--- src/rtl/match_sequencer.sv ---
// Match-level controller for pong: sequences idle, serve countdown, rally,
// pause, scoring and game-over, and drives the launch strobe and score display.
module match_sequencer #(
  parameter int WIN_SCORE    = 7,
  parameter int SERVE_FRAMES = 60,
  parameter int OVER_FRAMES  = 180,
  parameter int SCORE_W      = 4
) (
  input  logic               clk,
  input  logic               reset,
  input  logic               frame_clk,
  input  logic               start_button,
  input  logic               pause_button,
  input  logic               point_left,
  input  logic               point_right,
  output logic               start_game,
  output logic               ball_hold,
  output logic               serve_dir,
  output logic [SCORE_W-1:0] score_left,
  output logic [SCORE_W-1:0] score_right,
  output logic [1:0]         winner,
  output logic [2:0]         match_state,
  output logic [7:0]         countdown
);

  localparam logic [2:0] S_IDLE  = 3'd0;
  localparam logic [2:0] S_SERVE = 3'd1;
  localparam logic [2:0] S_PLAY  = 3'd2;
  localparam logic [2:0] S_PAUSE = 3'd3;
  localparam logic [2:0] S_OVER  = 3'd4;

  localparam logic [SCORE_W-1:0] WIN_VAL   = SCORE_W'(WIN_SCORE);
  localparam logic [7:0]         SERVE_LD  = 8'(SERVE_FRAMES);
  localparam logic [7:0]         OVER_LD   = 8'(OVER_FRAMES);

  logic start_q;
  logic pause_q;
  logic start_edge;
  logic pause_edge;
  logic [SCORE_W-1:0] left_next;
  logic [SCORE_W-1:0] right_next;

  assign start_edge = start_button & ~start_q;
  assign pause_edge = pause_button & ~pause_q;
  assign left_next  = score_left + 1'b1;
  assign right_next = score_right + 1'b1;
  assign ball_hold  = (match_state != S_PLAY);

  // NOTE: all state below uses non-blocking assignments so every register
  // samples the pre-edge values of the others, regardless of statement order.
  always_ff @(posedge clk or posedge reset) begin
    if (reset) begin
      // History resets high so a button held through reset cannot fire.
      start_q     <= 1'b1;
      pause_q     <= 1'b1;
      match_state <= S_IDLE;
      start_game  <= 1'b0;
      serve_dir   <= 1'b1;
      score_left  <= '0;
      score_right <= '0;
      winner      <= 2'b00;
      countdown   <= 8'd0;
    end else begin
      start_q    <= start_button;
      pause_q    <= pause_button;
      start_game <= 1'b0;
      case (match_state)
        S_IDLE: begin
          if (start_edge) begin
            score_left  <= '0;
            score_right <= '0;
            winner      <= 2'b00;
            serve_dir   <= 1'b1;
            countdown   <= SERVE_LD;
            match_state <= S_SERVE;
          end
        end
        S_SERVE: begin
          if (frame_clk) begin
            if (countdown == 8'd1) begin
              countdown   <= 8'd0;
              start_game  <= 1'b1;
              match_state <= S_PLAY;
            end else begin
              countdown <= countdown - 8'd1;
            end
          end
        end
        S_PLAY: begin
          // Points take priority over a same-cycle pause edge.
          if (point_left && point_right) begin
            countdown   <= SERVE_LD;
            match_state <= S_SERVE;
          end else if (point_left) begin
            score_left <= left_next;
            serve_dir  <= 1'b1;
            if (left_next == WIN_VAL) begin
              winner      <= 2'b01;
              countdown   <= OVER_LD;
              match_state <= S_OVER;
            end else begin
              countdown   <= SERVE_LD;
              match_state <= S_SERVE;
            end
          end else if (point_right) begin
            score_right <= right_next;
            serve_dir   <= 1'b0;
            if (right_next == WIN_VAL) begin
              winner      <= 2'b10;
              countdown   <= OVER_LD;
              match_state <= S_OVER;
            end else begin
              countdown   <= SERVE_LD;
              match_state <= S_SERVE;
            end
          end else if (pause_edge) begin
            match_state <= S_PAUSE;
          end
        end
        S_PAUSE: begin
          if (pause_edge) match_state <= S_PLAY;
        end
        S_OVER: begin
          if (frame_clk) begin
            if (countdown == 8'd1) begin
              countdown   <= 8'd0;
              match_state <= S_IDLE;
            end else begin
              countdown <= countdown - 8'd1;
            end
          end
        end
        default: begin
          countdown   <= 8'd0;
          match_state <= S_IDLE;
        end
      endcase
    end
  end

endmodule

--- config.mk ---
export PLATFORM = sky130hd
export DESIGN_NAME = match_sequencer
export DESIGN_NICKNAME = d
export VERILOG_FILES = /design/src/rtl/match_sequencer.sv
export SDC_FILE = /design/constraint.sdc
export NUM_CORES = 1
export LEC_CHECK = 0
export ABC_AREA = 1
export BUFFER_PORTS_ARGS = -buffer_cell sky130_fd_sc_hd__buf_2
export CORE_MARGIN = 2
export CORE_UTILIZATION = 49
export CTS_CLUSTER_DIAMETER = 200
export DETAILED_ROUTE_END_ITERATION = 8
export GPL_TIMING_DRIVEN = 0
export PLACE_DENSITY_LB_ADDON = 0.1
export SYNTH_ARGS = -nofsm -noshare
export SYNTH_HDL_FRONTEND = slang
export SYNTH_SLANG_ARGS = --single-unit
--- constraint.sdc ---
create_clock -name clk -period 1.52 [get_ports clk]
set_clock_uncertainty 0.2 [all_clocks]
set_input_delay 0.228 -clock clk [delete_from_list [all_inputs] [get_ports clk]]
set_output_delay 0.228 -clock clk [all_outputs]
set_load 0.05 [all_outputs]
### Yosys cells after proc, flatten, opt, wreduce, memory -nomap -nowiden

Cells that the tools add are included.

* multipliers: 0
* shift-type cells: 0
* multiplexer cells: 45
* order comparisons: 0
* eq/ne operators: 24
* reductions and logical operators: 10
* bitwise logic cells: 5
* div/mod/pow operators: 0
* add/sub/neg operators: 3

Operator list (number)
* $mux 8: 8
* $mux 3: 12
* $pmux 8 s4: 1
* $mux 4: 6
* $ne 2x2->1 const B: 10
* $pmux 4 s2: 2
* $pmux 3 s5: 1
* $mux 2: 6
* $reduce_and 4->1: 3
* $ne 3x3->1 const B: 3
* $add 4x1->4 const B: 2
* $eq 4x3->1 const B: 2
* $eq 8x1->1 const B: 1
* $sub 8x1->8 const B: 1
* $mux 1: 7
* $reduce_and 7->1: 1
* $eq 3x2->1 const B: 2
* $reduce_and 6->1: 1
* $ne 5x5->1 const B: 1
* $reduce_and 5->1: 1
* $ne 4x4->1 const B: 1
* $pmux 2 s2: 1
* $eq 3x1->1 const B: 1
* $eq 3x3->1 const B: 1
* 9 further kinds: 12

* register bits after elaboration: 25
* logic and storage cells: 96
* memories: 0
* latch bits: 0
* memory bits (read-only): 0
* RAM bits: 0
* bits of input ports: 7

### Logic depth before layout (Yosys ltp)

Gate-level depths: netlist of run 1.

* word-level depth: 7
* depth in mapped cells: 11
* depth with buffers taken out: 11

### Least setup slack after synthesis of run 1

OpenSTA, ideal clock, no wires.

* path type: flip-flop to flip-flop
* start: reg match_state[2]
* end: reg score_left[0]
* stages on the path, launching flop included: 9
* required time: 1.170 ns
* setup slack: -0.529 ns
* clock period less this slack: 2.049 ns
* library setup time: 0.150 ns
* arrival: 1.700 ns
* path through: dfrtp_1 -> nor2_4 -> nand2_2 -> nor2_1 -> nor2_1 -> nor2_4 -> o21ai_2 -> nand2_1 -> o21ai_0

* word-level cells in the longest chain between the ends: 3

RTL lines
* start: declaration: line 22 `output logic [2:0] match_state,`
* start signal: assignment: line 56 `match_state <= S_IDLE;`
* start signal: assignment: line 75 `match_state <= S_SERVE;`
* start signal: assignment: line 83 `match_state <= S_PLAY;`
* $eq 3x2->1 or $logic_not 3->1 (tied branches): line 67 `case (match_state)`
* $ne 2x2->1 (no source line) or $reduce_bool 2->1 (tied branches)
* $reduce_and 4->1 (no source line)
* end signal: assignment: line 95 `score_left <= left_next;`
* end: declaration: line 19 `output logic [SCORE_W-1:0] score_left,`

Several ways; a longest one is shown, not always the timed one.
A chain may end at the register's enable or synchronous reset.

### Final worst setup path of run 1

* start: reg match_state[0]
* end: out ball_hold

* word-level cells in the longest chain between the ends: 1

RTL lines
* $ne 3x2->1: line 47 `assign ball_hold = (match_state != S_PLAY);`
* end: declaration: line 17 `output logic ball_hold,`

No other way between the ends.

==> metrics, run 1 <==
Clock Sinks=25; number of global-route vias before repair=around 1300; total grt overflow=0; Max-Cap Viols=0; endpoints failing hold=22; Final nets=~280; vias per cell=4.945; Initial Utilization=around half; Async SR Flop Fraction=100.0%; Synth area leader=dfrtp_1; TritonCTS buffer count=3; Post-synth EDFFs=0; Peak VDD IR=around 1.2 mV; All-Layer GR Usage=22.00%; worst setup margin=-0.1489 ns; largest net degree at the start of global routing=26; fmax=approximately 600 MHz; startpoint types=flip-flop; Clock Path Buffers=2; Lkg Pwr=around 1.1 nW; CP endpoint kind=primary output; count of pins over their slew limit=0; Post-Syn Area per Cell=approximately 7.4 sq um; Setup CP Type=reg2out; outcome=complete, but fails checks; Hold/Removal Path Class=in2async; Area Overhead vs Synth=43.42%; max_slew headroom=37.39%; YS warnings=0; Worst EP arrival=~1.2 ns; final core utilization=about three quarters; post-synthesis cell type count=27; hold slack=-0.1031 ns; drt initial violations=73; Mapped Nets=~230; Critical Path RT=1.09 ns; RSZ-0062 raised after global routing=true; row cnt=20; antenna cell count=0; Crit Path Max Fanout=5; setup violators final=25; chip height=around 60 um; sequential share of the synthesized area=between 40% and 50%; TritonCTS clock tree=yes; first-pass GRT wire length=between 6000 and 7000 um; antenna viol nets, final=0; min cycle time layout=1.669 ns; post-synthesis cell area=about 0.0016 sq mm; hpwl dp=approximately 2400 um; Synth top area share=about a third; fin crit share=109.8%; die area=~0.0037 sq mm; post-synthesis cell count=about 210; antenna violations before repair=0; root buffer cell=clkbuf_4; failing checks=hold timing, setup timing; Top Ports=31; dominant synthesized flop cell=dfrtp_1; number of synthesized register bits=25; setup TNS=-2.658 ns; clk slew on worst S/H paths=between 0.1 and 0.15 ns; Via Count=1528; H-tree depth=1; Pwr Density=2054 mW/mm^2; Core Box Area=0.003053 sq mm; IO Port Bufs=29; area post-placement=0.001847 sq mm; # DRC=0; Worst-Margin Slew=roughly 0.94 ns; Hold Buf Count CTS=3; final wirelength=roughly 3800 um; DR pass1 iterations=4; design area=approximately 0.0022 sq mm; GP Congestion=0.8341; fill count=roughly 230; top post-synthesis cells by area=dfrtp_1 35%, nand2_1 17%, nand3_1 6.7%; worst skew pair latency=0.31 ns; Die X=just over 60 um; post-DR wirelength/cell=~12 um; Placement Setup Slack=-0.1922 ns; share of post-route cells with drive strength above 1=47.17%
placed cells by master, fill, tap and decap left out, drive strengths merged:
cell type and n:
clkinv 1, dfrtp 22, nand2 73, o211ai 1
a21oi 2, or2 1, xor2 2, nor3 1
dfstp 3, nand3 23, xnor2 2, nor2 25
nand4 3, ha 6, dlygate4sd3 3, inv 26
o21a 1, o21ai 19, clkbuf 10, buf 41
critical path: stages, from the launching register on:
cell,delay [ns]
dfrtp_2,0.48
nor2_4,0.17
nand2_4,0.11
buf_6,0.17
routing by layer:
| metal | global-route usage [%] | share of wire (%) | up-vias |
|---|---|---|---|
| met4 | 7.143 | 1.2 | 0 |
| met2 | 33.49 | 47 | 43 |
| met1 | 32.53 | 48 | 699 |
| met3 | 2.772 | 4.0 | 4 |
| met5 | 0 | 0 | - |
| li1 | - | - | 782 |
sequential cells by signal (all words and copies together), names as in the netlist:
signal / count
serve_dir: 1
score_left: 4
countdown: 8
start_q: 1
winner: 2
start_game: 1
score_right: 4
match_state: 3
pause_q: 1
cells in the mapped netlist (2+ instances only):
| cell type | n |
|---|---|
| ha_1 | 6 |
| dfstp_2 | 3 |
| o21ai_2 | 4 |
| dfrtp_1 | 22 |
| nor2_1 | 20 |
| nand3_1 | 21 |
| nand4_1 | 3 |
| xnor2_1 | 2 |
| nand2_2 | 2 |
| nand2_1 | 70 |
| inv_2 | 3 |
| nor2_4 | 4 |
| a21oi_1 | 2 |
| inv_1 | 23 |
| nand3_2 | 2 |
| xor2_1 | 2 |
| o21ai_0 | 13 |
worst paths after layout:
kind	start	to	slack, ns	depth (start not counted)
worst min register to register	winner[1]	winner[1]	0.29	2
worst min-delay path	reset	start_game	-0.10	2
worst max register to register	match_state[0]	match_state[0]	-0.14	8
worst max-delay path	match_state[0]	ball_hold	-0.15	3
min in group clk	point_left	winner[0]	0.09	3
max in group asynchronous	reset	match_state[1]	0.55	2
kinds of logic after synthesis:
group           share of synthesized area, %
flops                                  40.14
simple gates                           36.23
fa+ha+maj                              4.788
buf+inv                                7.262
xor+xnor                               2.235
compound gates                         9.338
final cells by class:
class | count | area [sq um] | share of cell area [%]
Tap cell | 44 | 55.05 | 2.449
Clock inverter | 1 | 5.005 | 0.2226
Timing Repair Buffer | 49 | 391.6 | 17.42
Inverter | 26 | 102.6 | 4.563
Sequential cell | 25 | 650.6 | 28.94
Buffer | 2 | 16.27 | 0.7234
Multi-Input combinational cell | 159 | 1005 | 44.69
Clock buffer | 3 | 22.52 | 1.002
report_power, final:
| group | switching (mW) | leakage, nW | internal (mW) |
|---|---|---|---|
| logic | 1.98 | 0.739 | 1.16 |
| registers | 0.274 | 0.303 | 0.895 |
| clock network | 0.204 | 0.0177 | 0.0984 |
through the flow:
step                      power [mW]  hold slack (ns)  cells
after detailed placement       3.545           0.1457    285
final                          4.618          -0.1031    309
after global placement         3.528           0.1428    285
after floorplan                3.052          0.03248    212
after global routing           4.945         -0.03132    309
after CTS                      4.272         -0.07760    303
what timing repair did:
action | CTS | global route
gates cloned | 1 | 0
setup buffers | 10 | 6
pin swaps | 15 | 12
hold endpoints to repair | 26 | 22
endpoints found under the setup margin | 25 | 32
gates resized for setup | 29 | 44
Power figures use the tool's default switching activity.
==> run 2: changes to the inputs <==
PLACE_DENSITY = 0.83   (was unset)
PLACE_DENSITY_LB_ADDON = unset   (was 0.1)
==> run 2 against run 1 <==
The flow still finishes with violations (hold timing, setup timing). Total power is 0.23% lower. Cell area is 1.5% lower. Via count rose by 7.4%. Core utilization shrank 1.1 points. Non-clock buffer count fell by 1. Combinational power about the same. Setup slack got worse by 0.024 ns. Flip-flop and latch count unchanged. Die area is the same. Global-route usage increased by 1.7 points. Critical path depth increased by 5. Clock power up 1%.
==> metrics, run 2 (synthesis results as in run 1) <==
outcome=complete, but fails checks (unchanged); failing checks=hold timing, setup timing (unchanged); Gate power share=67.8% (was 68.1%); Critical Path RT=1.54 ns (was 1.09 ns); Worst EP arrival=1.72 ns (was 1.24 ns); die area=0.003668 sq mm (unchanged); endpoints failing hold=22 (unchanged); post-DR wirelength/cell=13.52 um (was 12.30 um); root buffer cell=clkbuf_4 (unchanged); Clock Path Buffers=2 (unchanged); Hold/Removal Path Class=in2async (unchanged); RSZ-0062 raised after global routing=true (unchanged); Pwr Density=2080 mW/mm^2 (was 2054 mW/mm^2); final wirelength=4164 um (was 3801 um); setup violators final=25 (unchanged); first-pass GRT wire length=6610 um (was 6099 um); most frequent cells in the layout=51 x nand2_1, 19 x inv_1, 19 x nand2_2 (was 55 x nand2_1, 20 x inv_1, 16 x buf_2); Final nets=278 (was 279); DR pass1 iterations=4 (unchanged); Peak VDD IR=1.049 mV (was 1.250 mV); drt initial violations=67 (was 73); Crit Path Max Fanout=7 (was 5); total grt overflow=0 (unchanged); count of pins over their slew limit=0 (unchanged); Clock power frac=6.6% (was 6.5%); fill count=222 (was 228); Design Power=4.607 mW (was 4.618 mW); largest net degree at the start of global routing=26 (unchanged); Lkg Pwr=1.047 nW (was 1.059 nW); Critical R2R Launch=match_state[1] (was match_state[0]); Switch Pwr=2.508 mW (was 2.460 mW); TritonCTS buffer count=3 (unchanged); antenna violations before repair=0 (unchanged); fin crit share=111.4% (was 109.8%); antenna viol nets, final=0 (unchanged); setup TNS=-2.828 ns (was -2.658 ns); reg2reg setup slack=-0.17 ns (was -0.14 ns); Worst-Margin Slew=0.9522 ns (was 0.9382 ns); CP Buf/Inv Count=2 (was 1); startpoint types=flip-flop (unchanged); CP endpoint kind=flip-flop (was primary output); vias per cell=5.328 (was 4.945); switching share of power=54.43% (was 53.27%); Hold Buf Count CTS=3 (unchanged); All-Layer GR Usage=23.74% (was 22.00%); Setup CP Type=reg2reg (was reg2out); clk slew on worst S/H paths=0.14 ns (about the same); hold slack=-0.1056 ns (was -0.1031 ns); H-tree depth=1 (unchanged); GP Congestion=0.8762 (was 0.8341); TritonCTS clock tree=yes (unchanged); CP max-delay cell=dfrtp_4 (was dfrtp_2); IO Port Bufs=29 (unchanged); fmax=590.7 MHz (was 599.2 MHz); Top Ports=31 (unchanged); Biggest register=countdown (unchanged); critical path's top delay family=flip-flops (unchanged); min cycle time layout=1.693 ns (was 1.669 ns); Placement Setup Slack=-0.2091 ns (was -0.1922 ns); Max-Cap Viols=0 (unchanged); Area Overhead vs Synth=41.26% (was 43.42%); worst skew pair latency=0.32 ns (was 0.31 ns); design area=0.002215 sq mm (was 0.002248 sq mm); Worst R2R Path Depth=8 (unchanged); Via Count=1641 (was 1528); # DRC=0 (unchanged); number of global-route vias before repair=1542 (was 1337); hpwl dp=2455 um (was 2438 um); area post-placement=0.001847 sq mm (unchanged); Largest regs=countdown x8, score_left x4, score_right x4 (unchanged); worst reg2reg path endpoint=countdown[0] (was match_state[0]); Reg power frac=25.5% (was 25.3%); worst path cell trace=buf_6, nor2_4, nand2_4, o21ai_4, nor2_4, buf_6, nand3_2, o21ai_2 (was nor2_4, nand2_4, buf_6); worst setup margin=-0.1730 ns (was -0.1489 ns); Die X=60.57 um (unchanged); antenna cell count=0 (unchanged); chip height=60.57 um (unchanged); row cnt=20 (unchanged); Core Box Area=0.003053 sq mm (unchanged); share of post-route cells with drive strength above 1=48.48% (was 47.17%); max FFs per register=8 (unchanged); most common cell after layout, fill and taps aside=nand2_1 (unchanged); Clock Sinks=25 (unchanged); Worst path max stage delay=0.56 ns (was 0.48 ns); P_int=2.100 mW (was 2.158 mW); Initial Utilization=51.35% (unchanged); max_slew headroom=36.45% (was 37.39%)
==> run 2: metal layers <==
layer	vias up	track usage [%]	wire length [um]
met2	71	38.40	2087
li1	779	-	-
met1	780	31.67	1697
met3	11	2.559	288
met5	-	0	0
met4	0	11.80	90
==> run 2: layout make-up <==
| class | instances | area, sq um | area share [%] |
|---|---|---|---|
| Buffer | 2 | 16.27 | 0.7345 |
| Clock buffer | 4 | 26.28 | 1.186 |
| Inverter | 26 | 100.1 | 4.520 |
| Timing Repair Buffer | 48 | 364.1 | 16.44 |
| Sequential cell | 25 | 653.1 | 29.49 |
| Multi-Input combinational cell | 159 | 999.7 | 45.14 |
| Tap cell | 44 | 55.05 | 2.486 |
==> run 2: worst max-delay path by stage <==
stage                         startpoint             end  slack, ns  cells after the start
final                     match_state[1]    countdown[0]      -0.17                      8
after global routing        countdown[0]    countdown[6]      -0.24                      7
after global placement      countdown[4]  match_state[0]      -0.18                      7
after detailed placement  match_state[1]    countdown[4]      -0.21                      7
after floorplan           match_state[0]   score_left[0]      -0.21                      8
after CTS                 match_state[0]       ball_hold      -0.14                      3
==> run 2: power groups by stage <==
stage               clock [mW]  combinational [mW]  sequential, mW
floorplan                    0                1.30            1.75
global route             0.345                3.35            1.20
CTS                      0.310                2.80            1.15
global placement             0                2.34            1.16
detailed placement           0                2.36            1.17
finish                   0.306                3.13            1.18
==> run 2: repair_timing <==
action	CTS	global route
hold endpoints to repair	25	22
gates cloned	1	0
endpoints found under the setup margin	26	33
resized for setup	30	40
pin swaps	11	15
buffers inserted	14	1
==> run 2: stage by stage <==
stage | instances | util, %
final | 308 | 72.54
after CTS | 307 | 68.89
after global placement | 285 | 60.49
after global routing | 308 | 72.54
after detailed placement | 285 | 60.49
after floorplan | 212 | -
==> run 3: changes to the inputs <==
CORE_UTILIZATION = 50   (was 49)
PLACE_DENSITY = 0.81   (was 0.83)
clock period = 1.8 ns   (was 1.52 ns; I/O delays follow)
==> run 3 against run 2 <==
The flow now finishes without violations. Routed wire length fell by 18%. Clock-buffer cell count fell by 1. Critical path depth fell by 5. Critical endpoint is now ball_hold.
==> metrics, run 3 (synthesis results as in run 1) <==
max FFs per register=8 (unchanged); drt initial violations=34 (was 67); switching share of power=54.99% (was 54.43%); startpoint types=flip-flop (unchanged); count of pins over their slew limit=0 (unchanged); worst path cell trace=nor2_4, nand2_4, buf_4 (was buf_6, nor2_4, nand2_4, o21ai_4, nor2_4, buf_6, nand3_2, o21ai_2); fill count=267 (was 222); Area Overhead vs Synth=24.50% (was 41.26%); share of post-route cells with drive strength above 1=31.13% (was 48.48%); clk slew on worst S/H paths=0.14 ns (about the same); max_slew headroom=38.30% (was 36.45%); Worst-Margin Slew=0.9244 ns (was 0.9522 ns); Worst R2R Path Depth=7 (was 8); row cnt=20 (unchanged); number of global-route vias before repair=1350 (was 1542); Crit Path Max Fanout=6 (was 7); post-DR wirelength/cell=11.34 um (was 13.52 um); largest net degree at the start of global routing=26 (unchanged); Biggest register=countdown (unchanged); CP endpoint kind=primary output (was flip-flop); total grt overflow=0 (unchanged); outcome=complete, no violations (was complete, but fails checks); antenna viol nets, final=0 (unchanged); GP Congestion=0.8648 (was 0.8762); final wirelength=3413 um (was 4164 um); fin crit share=96.23%; Via Count=1477 (was 1641); endpoints failing hold=0 (was 22); All-Layer GR Usage=20.36% (was 23.74%); Hold/Removal Path Class=in2reg (was in2async); Pwr Density=1743 mW/mm^2 (was 2080 mW/mm^2); TritonCTS clock tree=yes (unchanged); Clock power frac=7.8% (was 6.6%); antenna cell count=0 (unchanged); Peak VDD IR=1.008 mV (was 1.049 mV); Die X=60.00 um (was 60.57 um); Design Power=3.402 mW (was 4.607 mW); Clock Path Buffers=2 (unchanged); Critical R2R Launch=match_state[1] (unchanged); setup TNS=0 ns (was -2.828 ns); crit path from=match_state[0] (was match_state[1]); setup violators final=0 (was 25); worst reg2reg path endpoint=countdown[5] (was countdown[0]); Placement Setup Slack=-0.004488 ns (was -0.2091 ns); worst skew pair latency=0.33 ns (was 0.32 ns); Reg power frac=27.6% (was 25.5%); P_int=1.531 mW (was 2.100 mW); H-tree depth=1 (unchanged); Lkg Pwr=0.9930 nW (was 1.047 nW); first-pass GRT wire length=5568 um (was 6610 um); Hold Path End=start_game; # DRC=0 (unchanged); Hold Crit Depth=3; Core Box Area=0.003028 sq mm (was 0.003053 sq mm); chip height=60.00 um (was 60.57 um); CP max-delay cell=dfrtp_2 (was dfrtp_4); TritonCTS buffer count=3 (unchanged); RSZ-0062 raised after global routing=true (unchanged); most frequent cells in the layout=69 x nand2_1, 28 x buf_2, 23 x inv_1 (was 51 x nand2_1, 19 x inv_1, 19 x nand2_2); vias per cell=4.907 (was 5.328); reg2reg setup slack=0.07 ns (was -0.17 ns); IO Port Bufs=29 (unchanged); Clock Sinks=25 (unchanged); HP Start=frame_clk; DR pass1 iterations=4 (unchanged); Top Ports=31 (unchanged); root buffer cell=clkbuf_4 (unchanged); Gate power share=64.6% (was 67.8%); worst setup margin=0.06786 ns (was -0.1730 ns); Max-Cap Viols=0 (unchanged); fmax=577.3 MHz; most common cell after layout, fill and taps aside=nand2_1 (unchanged); hpwl dp=2458 um (was 2455 um); Critical Path RT=1.33 ns (was 1.54 ns); Final nets=271 (was 278); antenna violations before repair=0 (unchanged); Switch Pwr=1.871 mW (was 2.508 mW); Initial Utilization=51.78% (was 51.35%); min cycle time layout=~1.7 ns; die area=0.003599 sq mm (was 0.003668 sq mm); Setup CP Type=reg2out (was reg2reg); Largest regs=countdown x8, score_left x4, score_right x4 (unchanged); Worst EP arrival=1.26 ns (was 1.72 ns); Worst path max stage delay=0.48 ns (was 0.56 ns)
[run 3: cell count changes in the layout (fill, tap and decap cells not counted), sizes merged]
cell and change:
clkinvlp +1, clkbuf -6, buf -2
[run 3: how the worst max path moves through the flow]
stage                      to  slack (ns)  cells past startpoint
2_1_floorplan  match_state[0]      0.0007                      7
3_3_place_gp   match_state[0]       -0.01                      8
3_5_place_dp   match_state[0]      -0.004                      8
4_1_cts             ball_hold        0.02                      3
5_1_grt        match_state[0]       -0.02                      8
6_report            ball_hold        0.07                      3
[run 3: critical path, delay by kind of cell, from the launching register on]
family                 cells  cell delay, ns
buffers and inverters      1            0.20
AND/OR/NAND/NOR            2            0.24
flip-flops                 1            0.48
[run 3: repair_timing]
item,4_1_cts,5_1_grt
hold buffers,3,0
hold endpoints to repair,24,0
pin swaps,2,7
gates resized for setup,1,14
setup endpoints to repair,2,15
buffers inserted,3,5
gates cloned,0,1
[run 3: power groups by stage]
stage | registers (mW) | clock network, mW | logic (mW)
2_1_floorplan | 1.44 | 0 | 1.04
3_3_place_gp | 0.945 | 0 | 1.92
3_5_place_dp | 0.947 | 0 | 1.95
4_1_cts | 0.936 | 0.278 | 2.03
5_1_grt | 0.970 | 0.293 | 2.38
6_report | 0.940 | 0.265 | 2.20
[run 3: cell type report]
type                       count  area (sq um)  share of cell area, %
inverter                      26         97.59                  5.000
sequential                    25         639.4                  32.76
timing repair buffer          41         249.0                  12.76
tap                           44         55.05                  2.821
buffer                         2         16.27                 0.8333
clock inverter                 1         7.507                 0.3846
clock buffer                   3         22.52                  1.154
multi-input combinational    159         864.6                  44.29
[run 3: per-stage QoR]
stage / cells / area (sq um) / hold slack [ns] / util (%)
6_report: 301 / 1952 / 0.03088 / 64.46
2_1_floorplan: 212 / 1583 / 0.07448 / -
3_5_place_dp: 285 / 1783 / 0.1880 / 58.88
3_3_place_gp: 285 / 1783 / 0.1862 / 58.88
4_1_cts: 295 / 1868 / 0.02524 / 61.69
5_1_grt: 301 / 1952 / 0.02593 / 64.46
[run 3: metal layers]
layer	GRT usage [%]	share of wire [%]
met5	0	0
met4	8.889	2.0
met3	2.381	4.3
met2	34.47	47
met1	25.95	47
